<file path="config.mk">
export PLATFORM = sky130hd
export DESIGN_NAME = mte_stream_flat
export DESIGN_NICKNAME = d
export VERILOG_FILES = /design/src/rtl/mte_stream_if.sv /design/src/rtl/mte_stream.sv /design/src/flat_wrapper.sv
export SDC_FILE = /design/constraint.sdc
export NUM_CORES = 1
export LEC_CHECK = 0
export ABC_CLOCK_PERIOD_IN_PS = 8800
export BUFFER_PORTS_ARGS = -buffer_cell sky130_fd_sc_hd__buf_4
export CAP_MARGIN = 20
export CORE_MARGIN = 8
export CORE_UTILIZATION = 60
export DETAILED_ROUTE_END_ITERATION = 8
export HOLD_SLACK_MARGIN = 0.03
export PLACE_DENSITY = 0.77
export SLEW_MARGIN = 20
export SYNTH_ARGS = -nofsm -noshare
export SYNTH_HDL_FRONTEND = slang
export SYNTH_SLANG_ARGS = --single-unit
</file>
<file path="constraint.sdc">
create_clock -name clock -period 8.8 [get_ports clock]
set_clock_uncertainty 0.05 [all_clocks]
set_input_delay 1.32 -clock clock [delete_from_list [all_inputs] [get_ports clock]]
set_output_delay 1.32 -clock clock [all_outputs]
set_load 0.1 [all_outputs]
</file>
<file path="src/rtl/mte_stream_if.sv">
// Byte-stream handshake bundle for mte_stream: input word channel and output word channel,
// each with valid/ready; out_last marks the final word of an output frame.
interface mte_stream_if #(
  parameter int W = 8
);
  logic         in_valid;
  logic [W-1:0] in_data;
  logic         in_ready;
  logic         out_valid;
  logic [W-1:0] out_data;
  logic         out_last;
  logic         out_ready;

  modport slave (
    input  in_valid, in_data, out_ready,
    output in_ready, out_valid, out_data, out_last
  );

  modport master (
    output in_valid, in_data, out_ready,
    input  in_ready, out_valid, out_data, out_last
  );
endinterface

</file>
<file path="src/rtl/mte_stream.sv">
// Frame-level MAC-then-encrypt engine: encrypts a frame and appends an encrypted MAC word,
// or decrypts a buffered frame and releases it only if the trailing MAC matches.
module mte_stream #(
  parameter int           W     = 8,
  parameter int           DEPTH = 32,
  parameter logic [W-1:0] EOF   = 'h03
) (
  input  logic         clock,
  input  logic         rst_n,
  input  logic [W-1:0] key,
  input  logic         sel,
  mte_stream_if.slave  bus,
  output logic         mac_ok,
  output logic         mac_err,
  output logic         busy
);
  localparam int CW = $clog2(DEPTH + 1);
  localparam int AW = (DEPTH > 1) ? $clog2(DEPTH) : 1;

  typedef enum logic [2:0] {IDLE, ENC_DATA, ENC_MAC, DEC_DATA, DEC_MAC, DEC_DRAIN} state_t;

  state_t        state_q;
  logic [W-1:0]  k_q, mac_q, out_data_q;
  logic [CW-1:0] cnt_q, rd_q;
  logic          pass_q, out_valid_q, out_last_q, mac_ok_q, mac_err_q;
  logic [W-1:0]  buf_q [DEPTH];

  function automatic logic [W-1:0] rotl1(input logic [W-1:0] x);
    return {x[W-2:0], x[W-1]};
  endfunction

  function automatic logic [W-1:0] rotr1(input logic [W-1:0] x);
    return {x[0], x[W-1:1]};
  endfunction

  function automatic logic [W-1:0] enc_w(input logic [W-1:0] d, input logic [W-1:0] k);
    return rotl1(d ^ k);
  endfunction

  function automatic logic [W-1:0] dec_w(input logic [W-1:0] c, input logic [W-1:0] k);
    return rotr1(c) ^ k;
  endfunction

  logic          out_free, in_ready_c, hs, data_st, cur_enc, last_word, mac_match;
  logic [W-1:0]  cur_k, p_word, mac_d;
  logic [CW-1:0] cnt_base;

  // In IDLE the live key/sel apply, so the frame's first word is processed in the same cycle it is latched.
  always_comb begin
    out_free = !out_valid_q || bus.out_ready;
    case (state_q)
      IDLE, ENC_DATA:    in_ready_c = out_free;
      DEC_DATA, DEC_MAC: in_ready_c = 1'b1;
      default:           in_ready_c = 1'b0;
    endcase
    hs        = bus.in_valid && in_ready_c;
    data_st   = state_q inside {IDLE, ENC_DATA, DEC_DATA};
    cur_k     = (state_q == IDLE) ? key : k_q;
    cur_enc   = (state_q == IDLE) ? sel : (state_q == ENC_DATA);
    p_word    = cur_enc ? bus.in_data : dec_w(bus.in_data, cur_k);
    mac_d     = rotl1((state_q == IDLE) ? cur_k : mac_q) ^ p_word;
    cnt_base  = (state_q == IDLE) ? '0 : cnt_q;
    last_word = (p_word == EOF) || (cnt_base == CW'(DEPTH - 1));
    mac_match = (dec_w(bus.in_data, k_q) == mac_q);
  end

  always_ff @(posedge clock) begin
    if (hs && data_st && !cur_enc) buf_q[cnt_base[AW-1:0]] <= p_word;
  end

  always_ff @(posedge clock or negedge rst_n) begin
    if (!rst_n) begin
      state_q     <= IDLE;
      k_q         <= '0;
      mac_q       <= '0;
      cnt_q       <= '0;
      rd_q        <= '0;
      pass_q      <= 1'b0;
      out_valid_q <= 1'b0;
      out_data_q  <= '0;
      out_last_q  <= 1'b0;
      mac_ok_q    <= 1'b0;
      mac_err_q   <= 1'b0;
    end else begin
      mac_ok_q  <= 1'b0;
      mac_err_q <= 1'b0;
      if (out_valid_q && bus.out_ready) begin
        out_valid_q <= 1'b0;
        out_last_q  <= 1'b0;
      end
      case (state_q)
        IDLE, ENC_DATA, DEC_DATA: begin
          if (hs) begin
            k_q   <= cur_k;
            mac_q <= mac_d;
            cnt_q <= cnt_base + CW'(1);
            if (cur_enc) begin
              out_valid_q <= 1'b1;
              out_data_q  <= enc_w(p_word, cur_k);
              out_last_q  <= 1'b0;
              state_q     <= last_word ? ENC_MAC : ENC_DATA;
            end else begin
              state_q <= last_word ? DEC_MAC : DEC_DATA;
            end
          end
        end
        ENC_MAC: begin
          if (out_valid_q && out_last_q) begin
            if (bus.out_ready) state_q <= IDLE;
          end else if (out_free) begin
            out_valid_q <= 1'b1;
            out_data_q  <= enc_w(mac_q, k_q);
            out_last_q  <= 1'b1;
          end
        end
        DEC_MAC: begin
          if (bus.in_valid) begin
            pass_q    <= mac_match;
            mac_ok_q  <= mac_match;
            mac_err_q <= !mac_match;
            rd_q      <= '0;
            state_q   <= DEC_DRAIN;
          end
        end
        DEC_DRAIN: begin
          // A failed MAC still drains the full frame length, but as zeros.
          if (out_valid_q && out_last_q) begin
            if (bus.out_ready) state_q <= IDLE;
          end else if (out_free && (rd_q != cnt_q)) begin
            out_valid_q <= 1'b1;
            out_data_q  <= pass_q ? buf_q[rd_q[AW-1:0]] : '0;
            out_last_q  <= (rd_q == cnt_q - CW'(1));
            rd_q        <= rd_q + CW'(1);
          end
        end
        default: state_q <= IDLE;
      endcase
    end
  end

  assign bus.in_ready  = in_ready_c;
  assign bus.out_valid = out_valid_q;
  assign bus.out_data  = out_data_q;
  assign bus.out_last  = out_last_q;
  assign mac_ok        = mac_ok_q;
  assign mac_err       = mac_err_q;
  assign busy          = (state_q != IDLE);
endmodule

</file>
<file path="src/flat_wrapper.sv">
// flat-port wrapper written by rule: the top's interface ports become plain ports
module mte_stream_flat 
#(
  parameter int           W     = 8,
  parameter int           DEPTH = 32,
  parameter logic [W-1:0] EOF   = 'h03
)
  (clock, rst_n, key, sel, mac_ok, mac_err, busy, bus_in_valid, bus_in_data, bus_out_ready, bus_in_ready, bus_out_valid, bus_out_data, bus_out_last);
  mte_stream_if #(.W(W)) bus_i ();
  input  logic clock;
  input  logic rst_n;
  input  logic [W-1:0] key;
  input  logic sel;
  output logic mac_ok;
  output logic mac_err;
  output logic busy;
  input wire logic [$bits(bus_i.in_valid)-1:0] bus_in_valid;
  input wire logic [$bits(bus_i.in_data)-1:0] bus_in_data;
  input wire logic [$bits(bus_i.out_ready)-1:0] bus_out_ready;
  output wire logic [$bits(bus_i.in_ready)-1:0] bus_in_ready;
  output wire logic [$bits(bus_i.out_valid)-1:0] bus_out_valid;
  output wire logic [$bits(bus_i.out_data)-1:0] bus_out_data;
  output wire logic [$bits(bus_i.out_last)-1:0] bus_out_last;
  assign bus_i.in_valid = bus_in_valid;
  assign bus_i.in_data = bus_in_data;
  assign bus_i.out_ready = bus_out_ready;
  assign bus_in_ready = bus_i.in_ready;
  assign bus_out_valid = bus_i.out_valid;
  assign bus_out_data = bus_i.out_data;
  assign bus_out_last = bus_i.out_last;
  mte_stream #(.W(W), .DEPTH(DEPTH), .EOF(EOF)) u_core (.clock(clock), .rst_n(rst_n), .key(key), .sel(sel), .bus(bus_i), .mac_ok(mac_ok), .mac_err(mac_err), .busy(busy));
endmodule
</file>
==> run summary <==
Top_reg_cell synth: edfxtp_1
Asr flop ratio synth: 14.7%
Post-CTS Hold Buffers: 0
Area of the multi-input gates: 4160 um^2
Worst Path Required: 8.94 ns
Die X: 164 um
Largest family of logic cells by synthesized area: multiplexers
Worst-Margin Slew: 1.09 ns
Sequential share of power: 38.7%
Root Driver: clkbuf_16
Sequential share of the synthesized area: 66.6%
Remaining Overflow, GRT: 0
Crit-path max FO: 26
Final RePlAce weighted congestion: 0.920
Setup TNS: 0 ns
CP Launch Type: register
Yosys Warn Count: 0
Most common cell after layout, fill and taps aside: edfxtp_1
Post-synthesis mux area share: 12.4%
CTS-repair resized insts: 0
# diodes: 0
Adder-cell share of the synthesized area: 0.664%
WHS: 0.469 ns
CP arrival: 4.35 ns
Fmax achieved: 238 MHz
Initial DRC count: 1177
Post-Layout Inst Area: 14700 um^2
Vert. Die Dim: 164 um
Initial core utilization: 60.8%
Tot GR Track Use: 23.9%
Vias per cell: 6.71
Final nets: 918
Cells after Synth: 866
Slew margin rel.: 27.4%
Mapped Avg Cell Area: 15.2 um^2
Fill count: 1393
Comb power frac: 38.7%
Gr busiest metal: met2
Setup-failing EPs final: 0
Grt met2 use: 36.9%
Post-synth EDFFs: 256
H-tree depth: 1
Sw frac: 39.4%
HPWL after detailed placement: 19.8 mm
PortBufs: 34
Area Growth Syn to Fin: 11.1%
Util after Layout: 67.6%
Worst path max stage delay: 0.85 ns
Minimum clock period: 4.21 ns
Synth area leaders: edfxtp_1 (58%), mux4_2 (8.7%), dfrtp_1 (8.3%)
CP Cell Sequence: nor2b_1 -> nor2_1 -> nand3_1 -> nor2_1 -> nand2_1 -> nor2_1
Endpoints failing hold: 0
Hold Crit Class: register to register
Clk sinks: 300
Share of layout cells above drive strength 1: 18.5%
Status: finished, final reports clean
Synth Register Bits: 300
CP Class: register to register
Total wire length: 31.6 mm
Pwr/cell area: 375 nW/um^2
Most frequent CP cell: nor2_1
Share of the synthesized area in the top cell type: 58.3%
DRC viols: 0
I/O pins: 35
Simple-gate share of the synthesized area: 6.96%
CTS buffer count: 30
Post-Syn Area: 13200 um^2
Largest net degree at the start of global routing: 58
Period utilization: 47.8%
Slowest-stage cell, CP: dfrtp_1
Synth unique cells: 62
Placed cell area: 13700 um^2
Net Switching: 2.17 mW
Clock Power Share: 22.7%
GRT met1 Usage: 34.6%
Routed wire per std cell: 26.5 um
Number of global-route vias before repair: 7766
Die area: 27000 um^2
Core Area: 21700 um^2
Max clock buf depth: 3
RSZ-0062 raised after global routing: false
CTS tree: yes
P_int: 3.34 mW
Setup ws final: 4.59 ns
Placed insts: 1137
Vias: 8008
Total power: 5.50 mW
Syn nets: 894
# Max-Cap Violations: 0
Max-slew violation count: 0
Number of iterations in the first detailed-routing pass: 6
Routed Antenna Nets: 0
Latest clock arrival within the worst-skew pair: 0.57 ns
Grt met3 use: 4.16%
Worst vdd ir: 0.219 mV
Post-synthesis xor/xnor area fraction: 3.45%
Row count: 54
Worst-path clk slew: 0.07 ns
First-pass GRT wire length: 48.5 mm
Area leader, netlist: edfxtp_1
Antenna violations before repair: 0
Fin cells: 1194
Synth Area in Compound Gates: 7.87%
Most frequent cells in the layout: edfxtp_1 (256), nor2_1 (64), mux4_2 (51), a21oi_1 (45), buf_4 (44)
P_leak: 4.94 nW
CP endpoint kind: register
Reg area: 8790 um^2
Post-CTS setup buffer count: 0
Place WS: 4.55 ns
[sequential cells by signal (all words and copies together), names as in the netlist]
signal,cells
u_core.rd_q,6
u_core.mac_q,8
u_core.k_q,8
u_core.bus.out_last,1
u_core.mac_ok,1
u_core.pass_q,1
u_core.bus.out_data,8
u_core.mac_err,1
u_core.bus.out_valid,1
u_core.cnt_q,6
u_core.state_q,3
u_core.buf_q,256
[area by class of cell]
| class | instances | area share, % |
|---|---|---|
| Sequential cell | 300 | 60.0 |
| Timing Repair Buffer | 45 | 2.39 |
| Multi-Input combinational cell | 506 | 28.4 |
| Clock buffer | 31 | 5.15 |
| Tap cell | 280 | 2.39 |
| Inverter | 7 | 0.179 |
| Clock inverter | 25 | 1.50 |
[kinds of logic after synthesis]
kind of cell	after synthesis
compound gates	157
xor+xnor	52
fa+ha+maj	7
buf+inv	60
flops	300
mux	98
simple gates	192
[critical path: cells and delay by family, from the launching register on]
family	cells	cell delay, ns
flip-flops	1	0.85
AND/OR/NAND/NOR	6	2.92
[power groups by stage]
stage	logic, mW	clock network, mW	registers [mW]
2_1_floorplan	1.38	0	2.20
6_report	2.13	1.25	2.13
4_1_cts	2.10	1.25	2.12
3_3_place_gp	2.06	0	2.14
3_5_place_dp	2.08	0	2.15
5_1_grt	2.27	1.31	2.15
[layer usage]
| metal | up-vias | part of all wire, % |
|---|---|---|
| li1 | 3443 | - |
| met1 | 4027 | 41 |
| met2 | 470 | 46 |
| met3 | 68 | 9.3 |
| met4 | 0 | 2.9 |
| met5 | - | 0 |
[synth_stat cells (all sizes together), types with 5 or more instances]
library cell,instances
xor2,29
dfrtp,44
nor2,66
a211oi,19
mux4,51
nor3,18
mux2i,38
o21ai,29
inv,6
o22ai,10
nor2b,14
a21oi,46
nand2b,7
buf,24
and2,6
mux2,9
ha,7
o221ai,9
a31oi,6
clkbuf,29
xnor2,23
o32ai,6
nand2,41
edfxtp,256
nand3,14
nand4,5
a221oi,5
[worst paths after layout]
path	from	to	slack [ns]	cells after the start
worst min-delay path	u_core.pass_q$_DFFE_PN0P_	u_core.pass_q$_DFFE_PN0P_	0.47	1
worst min register to register	u_core.pass_q$_DFFE_PN0P_	u_core.pass_q$_DFFE_PN0P_	0.47	1
worst max register to register	u_core.state_q[0]$_DFFE_PN0P_	u_core.buf_q[14][6]$_DFFE_PP_	4.59	6
max in group asynchronous	rst_n	u_core.rd_q[0]$_DFFE_PN0P_	7.52	1
worst max-delay path	u_core.state_q[0]$_DFFE_PN0P_	u_core.buf_q[14][6]$_DFFE_PP_	4.59	6
min in group asynchronous	rst_n	u_core.k_q[3]$_DFFE_PN0N_	0.71	1
Note: power is estimated with default switching activity, not from simulation.
